File: config.mk
export PLATFORM = sky130hd
export DESIGN_NAME = counter_sequencer_flat
export DESIGN_NICKNAME = d
export VERILOG_FILES = /design/src/rtl/counter_sequencer_pkg.sv /design/src/rtl/counter_sequencer_if.sv /design/src/rtl/counter_sequencer_key_debounce.sv /design/src/rtl/counter_sequencer.sv /design/src/flat_wrapper.sv
export SDC_FILE = /design/constraint.sdc
export NUM_CORES = 1
export LEC_CHECK = 0
export CAP_MARGIN = 25
export CORE_AREA = 2 2 72 74
export DETAILED_ROUTE_END_ITERATION = 6
export DIE_AREA = 0 0 74 76
export HOLD_SLACK_MARGIN = 0.05
export MAX_ROUTING_LAYER = met4
export PLACE_DENSITY = 0.59
export SLEW_MARGIN = 20
export SYNTH_ARGS = -nofsm -noshare
export SYNTH_HDL_FRONTEND = slang
export SYNTH_SLANG_ARGS = --single-unit
File: constraint.sdc
create_clock -name clk -period 3.4 [get_ports clk]
set_input_delay 0.68 -clock clk [delete_from_list [all_inputs] [get_ports clk]]
set_output_delay 0.68 -clock clk [all_outputs]
set_load 0.005 [all_outputs]
File: src/rtl/counter_sequencer_pkg.sv
// Shared encodings and default parameters for the counter sequencer slice.
package counter_seq_pkg;

  localparam int unsigned W_DEF          = 4;
  localparam int unsigned SC_W_DEF       = 8;
  localparam int unsigned DEB_CYCLES_DEF = 16;
  localparam int unsigned TICK_DIV_DEF   = 8;

  typedef enum logic [1:0] {
    ST_IDLE = 2'd0,
    ST_LOAD = 2'd1,
    ST_RUN  = 2'd2,
    ST_HALT = 2'd3
  } state_t;

endpackage

File: src/rtl/counter_sequencer_if.sv
// Button, counter-feedback and counter-control signals between the sequencer and its board.
interface counter_sequencer_if #(
  parameter int unsigned W    = counter_seq_pkg::W_DEF,
  parameter int unsigned SC_W = counter_seq_pkg::SC_W_DEF
);

  logic            key_step_n;
  logic            key_load_n;
  logic            key_run_n;
  logic [W-1:0]    load_val;
  logic [W-1:0]    term_val;
  logic [W-1:0]    cnt_q;
  logic            cnt_load_n;
  logic [W-1:0]    cnt_data;
  logic            cnt_step;
  logic            tc;
  logic [1:0]      state;
  logic [SC_W-1:0] step_count;

  modport master (
    output key_step_n, key_load_n, key_run_n, load_val, term_val, cnt_q,
    input  cnt_load_n, cnt_data, cnt_step, tc, state, step_count
  );

  modport slave (
    input  key_step_n, key_load_n, key_run_n, load_val, term_val, cnt_q,
    output cnt_load_n, cnt_data, cnt_step, tc, state, step_count
  );

endinterface

File: src/rtl/counter_sequencer_key_debounce.sv
// Synchronizes and debounces one active-low pushbutton; pulses press on each accepted press.
module key_debounce
  import counter_seq_pkg::*;
#(
  parameter int unsigned DEB_CYCLES = DEB_CYCLES_DEF
) (
  input  logic clk,
  input  logic rst_n,
  input  logic key_n,
  output logic level,
  output logic press
);

  localparam int unsigned CNT_W = (DEB_CYCLES > 1) ? $clog2(DEB_CYCLES) : 1;

  logic             r_sync1;
  logic             r_sync2;
  logic             r_level;
  logic             r_press;
  logic [CNT_W-1:0] r_cnt;
  logic             w_last;

  assign w_last = (r_cnt == CNT_W'(DEB_CYCLES - 1));

  // Level flips only after DEB_CYCLES consecutive disagreeing samples.
  always_ff @(posedge clk) begin
    if (!rst_n) begin
      r_sync1 <= 1'b1;
      r_sync2 <= 1'b1;
      r_level <= 1'b1;
      r_press <= 1'b0;
      r_cnt   <= '0;
    end else begin
      r_sync1 <= key_n;
      r_sync2 <= r_sync1;
      r_press <= 1'b0;
      if (r_sync2 == r_level) begin
        r_cnt <= '0;
      end else if (w_last) begin
        r_cnt   <= '0;
        r_level <= r_sync2;
        r_press <= ~r_sync2;
      end else begin
        r_cnt <= r_cnt + CNT_W'(1);
      end
    end
  end

  assign level = r_level;
  assign press = r_press;

endmodule

File: src/rtl/counter_sequencer.sv
// Controller for the DE2 4-bit JK counter: debounced buttons, load/step strobes and a
// divided auto-run that halts when the counter reaches a programmable terminal value.
module counter_sequencer
  import counter_seq_pkg::*;
#(
  parameter int unsigned W          = W_DEF,
  parameter int unsigned DEB_CYCLES = DEB_CYCLES_DEF,
  parameter int unsigned TICK_DIV   = TICK_DIV_DEF,
  parameter int unsigned SC_W       = SC_W_DEF
) (
  input logic                clk,
  input logic                rst_n,
  counter_sequencer_if.slave bus
);

  localparam int unsigned     DIV_W  = $clog2(TICK_DIV);
  localparam logic [SC_W-1:0] SC_MAX = '1;

  logic [2:0] w_unused_lvl;
  logic       w_step_ev;
  logic       w_load_ev;
  logic       w_run_ev;
  logic       w_tick;

  state_t           r_state;
  logic             r_load_n;
  logic             r_step;
  logic             r_tc;
  logic [W-1:0]     r_data;
  logic [SC_W-1:0]  r_sc;
  logic [DIV_W-1:0] r_div;

  key_debounce #(.DEB_CYCLES(DEB_CYCLES)) u_deb_step (
    .clk(clk), .rst_n(rst_n), .key_n(bus.key_step_n), .level(w_unused_lvl[0]), .press(w_step_ev)
  );
  key_debounce #(.DEB_CYCLES(DEB_CYCLES)) u_deb_load (
    .clk(clk), .rst_n(rst_n), .key_n(bus.key_load_n), .level(w_unused_lvl[1]), .press(w_load_ev)
  );
  key_debounce #(.DEB_CYCLES(DEB_CYCLES)) u_deb_run (
    .clk(clk), .rst_n(rst_n), .key_n(bus.key_run_n), .level(w_unused_lvl[2]), .press(w_run_ev)
  );

  assign w_tick = (r_div == DIV_W'(TICK_DIV - 1));

  // Load preempts everything outside LOAD; within a state run beats step.
  always_ff @(posedge clk) begin
    if (!rst_n) begin
      r_state  <= ST_IDLE;
      r_load_n <= 1'b1;
      r_step   <= 1'b0;
      r_tc     <= 1'b0;
      r_data   <= '0;
      r_sc     <= '0;
      r_div    <= '0;
    end else begin
      r_load_n <= 1'b1;
      r_step   <= 1'b0;
      r_tc     <= 1'b0;
      if (r_step && (r_sc != SC_MAX)) begin
        r_sc <= r_sc + SC_W'(1);
      end

      if (w_load_ev && (r_state != ST_LOAD)) begin
        r_state  <= ST_LOAD;
        r_load_n <= 1'b0;
        r_data   <= bus.load_val;
        r_sc     <= '0;
        r_div    <= '0;
      end else begin
        case (r_state)
          ST_IDLE: begin
            if (w_run_ev) begin
              r_state <= ST_RUN;
              r_div   <= '0;
            end else if (w_step_ev) begin
              r_step <= 1'b1;
            end
          end
          ST_LOAD: r_state <= ST_IDLE;
          ST_RUN: begin
            if (w_run_ev) begin
              r_state <= ST_IDLE;
            end else begin
              r_div <= w_tick ? '0 : r_div + DIV_W'(1);
              if (w_tick) begin
                if (bus.cnt_q == bus.term_val) begin
                  r_state <= ST_HALT;
                  r_tc    <= 1'b1;
                end else begin
                  r_step <= 1'b1;
                end
              end
            end
          end
          ST_HALT: begin
            if (w_run_ev) begin
              r_state <= ST_IDLE;
            end else begin
              r_tc <= 1'b1;
            end
          end
          default: r_state <= ST_IDLE;
        endcase
      end
    end
  end

  assign bus.cnt_load_n = r_load_n;
  assign bus.cnt_data   = r_data;
  assign bus.cnt_step   = r_step;
  assign bus.tc         = r_tc;
  assign bus.state      = 2'(r_state);
  assign bus.step_count = r_sc;

endmodule

File: src/flat_wrapper.sv
// flat-port wrapper written by rule: the top's interface ports become plain ports
module counter_sequencer_flat import counter_seq_pkg::*;
#(
  parameter int unsigned W          = W_DEF,
  parameter int unsigned DEB_CYCLES = DEB_CYCLES_DEF,
  parameter int unsigned TICK_DIV   = TICK_DIV_DEF,
  parameter int unsigned SC_W       = SC_W_DEF
)
  (clk, rst_n, bus_key_step_n, bus_key_load_n, bus_key_run_n, bus_load_val, bus_term_val, bus_cnt_q, bus_cnt_load_n, bus_cnt_data, bus_cnt_step, bus_tc, bus_state, bus_step_count);
  counter_sequencer_if #(.W(W), .SC_W(SC_W)) bus_i ();
  input logic clk;
  input logic rst_n;
  input wire logic [$bits(bus_i.key_step_n)-1:0] bus_key_step_n;
  input wire logic [$bits(bus_i.key_load_n)-1:0] bus_key_load_n;
  input wire logic [$bits(bus_i.key_run_n)-1:0] bus_key_run_n;
  input wire logic [$bits(bus_i.load_val)-1:0] bus_load_val;
  input wire logic [$bits(bus_i.term_val)-1:0] bus_term_val;
  input wire logic [$bits(bus_i.cnt_q)-1:0] bus_cnt_q;
  output wire logic [$bits(bus_i.cnt_load_n)-1:0] bus_cnt_load_n;
  output wire logic [$bits(bus_i.cnt_data)-1:0] bus_cnt_data;
  output wire logic [$bits(bus_i.cnt_step)-1:0] bus_cnt_step;
  output wire logic [$bits(bus_i.tc)-1:0] bus_tc;
  output wire logic [$bits(bus_i.state)-1:0] bus_state;
  output wire logic [$bits(bus_i.step_count)-1:0] bus_step_count;
  assign bus_i.key_step_n = bus_key_step_n;
  assign bus_i.key_load_n = bus_key_load_n;
  assign bus_i.key_run_n = bus_key_run_n;
  assign bus_i.load_val = bus_load_val;
  assign bus_i.term_val = bus_term_val;
  assign bus_i.cnt_q = bus_cnt_q;
  assign bus_cnt_load_n = bus_i.cnt_load_n;
  assign bus_cnt_data = bus_i.cnt_data;
  assign bus_cnt_step = bus_i.cnt_step;
  assign bus_tc = bus_i.tc;
  assign bus_state = bus_i.state;
  assign bus_step_count = bus_i.step_count;
  counter_sequencer #(.W(W), .DEB_CYCLES(DEB_CYCLES), .TICK_DIV(TICK_DIV), .SC_W(SC_W)) u_core (.clk(clk), .rst_n(rst_n), .bus(bus_i));
endmodule
Word level (Yosys, flattened, before mapping) --
Index checks and enable logic that the tools add are counted.
Operators by class: add/subtract/negate cells 5, bitwise logic cells 10, muxes and demuxes 23, reduce and logical (&&, ||, !) cells 17, equality and inequality tests 22
Operator list (count):
- 3-bit OR reduction | 6
- 4-bit by 1-bit adder with 4-bit output (second input constant) | 3
- 4-bit equality test (second input constant) | 3
- 3-bit by 2-bit != test with 1-bit output (second input constant) | 4
- 1-bit two-way mux | 11
- 2-bit two-way mux | 5
- 1-bit inverter | 10
- 3-bit two-way mux | 3
- 8-bit by 1-bit adder with 8-bit output (second input constant) | 1
- 4-bit by 2-bit != test with 1-bit output (second input constant) | 2
- 8-bit != test (second input constant) | 1
- 2-bit one-hot mux with 4 select lines | 1
- 4-bit AND reduction | 2
- 2-bit != test (second input constant) | 3
- 3-bit one-hot mux with 2 select lines | 1
- 2-bit AND reduction | 3
- 2-bit equality test (second input constant) | 2
- 4-bit equality test | 1
- 1-bit one-hot mux with 2 select lines | 2
- 3-bit by 1-bit adder with 3-bit output (second input constant) | 1
- 1-bit equality test | 3
- 3-bit equality test (second input constant) | 1
- 3-bit AND reduction | 1
- 2-bit by 1-bit equality test with 1-bit output (second input constant) | 1
- 5 further kinds | 6
Storage, ports and cells: input port bits 17, output and inout port bits 17, logic and storage cells 100, register bits after elaboration 44

Depth between registers and ports, before layout --
depth after elaboration 6, gate-level depth with buffers 5, gate-level depth less buffers 5

Hierarchy --
Synthesis repeated with hierarchy kept, for this count alone.
Second synthesis, totals: cells, all modules 183, area total of the unflattened synthesis 1752.9 sq um
By module, submodules not included:
- counter_sequencer | cells an instance 105, sequential area each 400.4 sq um, area an instance 938.4 sq um, times used 1
- key_debounce | cells an instance 26, sequential area each 160.2 sq um, area an instance 271.5 sq um, times used 3

Least setup slack after synthesis --
No wires, ideal clock.
path kind reg-to-reg, from register u_core.r_sc[0], in the netlist u_core.bus.step_count[0], to register u_core.r_sc[6], in the netlist u_core.bus.step_count[6], cell stages (with the launch flop) 5, arrival 1.331 ns, required time 3.285 ns, path slack 1.954 ns, cells stage by stage dfxtp_1 > ha_1 > nand3_2 > or4_1 > and3_1
Between the ends: word-level cells in the longest chain between the ends 2, elaborated cells between the ends (all ways) 3, classes of those cells add/sub (1); eq/ne (1); reduce/logical (1)
Ends and longest elaborated chain:
- start, declared | line counter_sequencer.sv:30 | logic [SC_W-1:0] r_sc;
- start signal, assigned | line counter_sequencer.sv:60 | r_sc <= r_sc + SC_W'(1);
- parallel branches: the longest is 2 deep, another holds 8-bit by 1-bit adder with 8-bit output
Parallel ways; which one is timed is not known. A chain may end at the register's enable or synchronous reset.

Worst setup path after layout --
from register u_core.r_state[0], in the netlist u_core.bus.state[0], to output port bus_state[0]
RTL lines:
- start, declared | line counter_sequencer.sv:25 | state_t r_state;
- start signal, assigned | line counter_sequencer.sv:48 | r_state <= ST_IDLE;
- start signal, assigned | line counter_sequencer.sv:64 | r_state <= ST_LOAD;
- start signal, assigned | line counter_sequencer.sv:73 | r_state <= ST_RUN;
- end, declared | line flat_wrapper.sv:23 | output wire logic [$bits(bus_i.state)-1:0] bus_state;
No word-level cell between the ends.

==> impl_metrics.csv <==
group,metric,value,unit
grt,grt_pass1_wl,5.927,mm
grt,first_global_vias,1402,
logic_synthesis,synth_edf_count,0,
detailed_routing,drtAntennaViolNets,0,
cells_and_area,layout_commonest_cell,"dfxtp_1",
sta,finalSetupTns,0,ps
worst_setup_path,crit_family,"flip-flops",
cells_and_area,finalNetCount,252,
worst_setup_path,cp-end-kind,"primary output",
grt,grt_antenna_before_repair,0,
logic_synthesis,synth_warnings,0,
sta,grt_setup_unrepaired,"no",
clock_tree,cts_sinks,44,
clock_tree,cts_tree,"built",
logic_synthesis,yosysSeqAreaShare,47.15,%
sta,post-route-min-period,2132,ps
sta,setup-violations-final,0,
detailed_routing,drt_iter0_markers,52,
clock_tree,clock_latency,280,ps
worst_setup_path,cp_slowest_cell,"dfxtp_1",
worst_hold_path,hp-class,"reg2reg",
placed_design,hpwlAfterDp,2.481,mm
pwr,p_leak,0.0008431,uW
floorplanning,die_x,74,microns
grt,overflow,0,
status,status,"finished clean",
cells_and_area,drive_gt1_share,6.114,%
detailed_routing,first_pass_iters,4,
logic_synthesis,ys_seq_elements,44,
placed_design,place.gp.congestion,0.7307,
logic_synthesis,syn_area,1868,sq um
clock_tree,cts_hold_buf,0,
clock_tree,post_cts_buffers,0,
logic_synthesis,syn_area_per_cell,9.531,sq um
detailed_routing,vias,1427,
floorplanning,rows,26,
cells_and_area,layout_common_cells,"dfxtp_1 (44), clkdlybuf4s50_1 (33), nor2_1 (15)",
cells_and_area,antenna_cells,0,
clock_tree,clk_path_buf_depth,2,
worst_setup_path,worst-path-max-fanout,12,
cells_and_area,synthToLayoutAreaGrowth,24.58,%
clock_tree,htreeDepth,2,
pwr,max-vdd-ir-drop,236.3,uV
worst_setup_path,cp.arrival,1450,ps
job,drv_cap,0,
detailed_routing,drcViolationCount,0,
worst_setup_path,required,2720,ps
clock_tree,cts_buffers,5,
sta,hold_violations,0,
worst_setup_path,critPathBufInv,1,
floorplanning,start_util,38.03,%
sta,fin_skew,4.733,ps
grt,grt.total_usage,13.39,%
sta,period_share,62.72,%
cells_and_area,fill_cells,481,
floorplanning,coreArea,4912,sq um
clock_tree,clock-root-buffer,"clkbuf_8",
placed_design,pre_cts_ws,1089,ps
floorplanning,dieArea,5624,sq um
sta,slew_headroom,53.09,%
logic_synthesis,syn_nets,219,
sta,holdWs,412.6,ps
worst_setup_path,r2r_setup_slack,1640,ps
grt,grt_max_degree,22,
logic_synthesis,syn-instance-count,196,
pwr,power_density,369.2,nW/um^2
logic_synthesis,async_flop_share,0,%
clock_tree,clkTransAtPathRegs,80,ps
worst_setup_path,path_cells,"clkdlybuf4s50_1",
sta,tightest_slew,701.4,ps
sta,maxSlewViolCount,0,
worst_setup_path,critPathKind,"reg2out",
logic_synthesis,ys_types,44,
detailed_routing,vias_per_cell,4.773,
detailed_routing,wire_per_inst,11.24,microns
cells_and_area,final_cells,299,
sta,setup_ws,1268,ps
sta,max_freq,0.4689,GHz
logic_synthesis,synth_ff_type,"dfxtp_1",
worst_setup_path,critPathMaxStageDelay,590,ps
clock_tree,cts_resized,0,
placed_design,place.port_buffers,33,
worst_setup_path,crit_path_start_kind,"flip-flop",
floorplanning,die_h,76,microns
placed_design,dp_cells,292,
detailed_routing,routed_wl,3.360,mm
floorplanning,io_pins,34,
[routing by layer]
| metal | GRT usage [%] | vias up | part of all wire (%) | wire, microns |
|---|---|---|---|---|
| met5 | - | - | 0 | 0 |
| met4 | 4.909 | 0 | 0.65 | 22 |
| met3 | 3.571 | 2 | 4.8 | 162 |
| met2 | 20.54 | 28 | 43 | 1455 |
| met1 | 16.78 | 646 | 51 | 1720 |
| li1 | - | 751 | - | - |
[where the power goes]
group          total, uW  leakage, uW  internal, uW  switching (uW)
logic               42.1     0.000446          26.0            16.0
clock network        296    0.0000410           140             156
registers            522     0.000356           519            2.39
[cell usage after synthesis, drive strengths merged (2+ instances only)]
cell type	number	area [sq um]
xor2	6	52.55
inv	11	41.29
and4	2	18.77
nor2b	3	18.77
a21boi	4	33.78
xnor2	7	61.31
a21oi	7	35.03
nor2	15	56.30
o21ai	6	33.78
nor3b	2	15.01
o211ai	9	67.56
nand2	10	37.54
buf	7	40.03
dfxtp	44	880.8
ha	6	75.07
and2	4	25.02
mux2i	7	70.07
nand3	11	60.06
nand2b	7	43.79
nand4	3	18.77
and3	5	32.53
nor3	4	20.02
a22o	4	35.03
[state kept, by name, summed over array words and instances, names as in the netlist, 2 cells and up]
register / flops
u_core.bus.cnt_data: 4
u_core.bus.state: 2
u_core.bus.step_count: 8
u_core.r_div: 3
u_core.u_deb_load.r_cnt: 4
u_core.u_deb_run.r_cnt: 4
u_core.u_deb_step.r_cnt: 4
[worst paths after layout]
path,from,to,depth (start not counted)
min,u_core.u_deb_step.r_sync1$_SDFF_PN1_,u_core.u_deb_step.r_sync2$_SDFF_PN1_,1
max reg2reg,u_core.bus.state[0]$_SDFFE_PN0P_,u_core.bus.step_count[7]$_SDFFE_PP0P_,3
min reg2reg,u_core.u_deb_step.r_sync1$_SDFF_PN1_,u_core.u_deb_step.r_sync2$_SDFF_PN1_,1
max,u_core.bus.state[0]$_SDFFE_PN0P_,bus_state[0],1
[logic make-up after synthesis]
family / after synthesis / synth area share, %
buffers and inverters: 19 / 4.554
multiplexers: 7 / 3.751
AND/OR/NAND/NOR: 69 / 20.09
XOR/XNOR: 13 / 6.095
flip-flops: 44 / 47.15
adder cells (fa/ha/maj): 6 / 4.019
AO/OA/AOI/OAI: 38 / 14.33
[layout make-up]
class                           instances  area, sq um  area share, %
Multi-Input combinational cell        133        902.1          38.76
Sequential cell                        44        880.8          37.85
Inverter                               11        41.29          1.774
Timing Repair Buffer                   34        337.8          14.52
Tap cell                               70        87.58          3.763
Clock buffer                            6        72.57          3.118
Clock inverter                          1        5.005         0.2151
[per-stage QoR]
stage                     utilization [%]  power [uW]  area [sq um]
after global routing                47.38       898.2          2327
after CTS                           47.38       877.3          2327
after detailed placement            45.80       576.1          2250
after floorplan                         -       553.1          1868
after global placement              45.80       576.1          2250
final                               47.38       859.3          2327
Note: power is estimated with default switching activity, not from simulation.
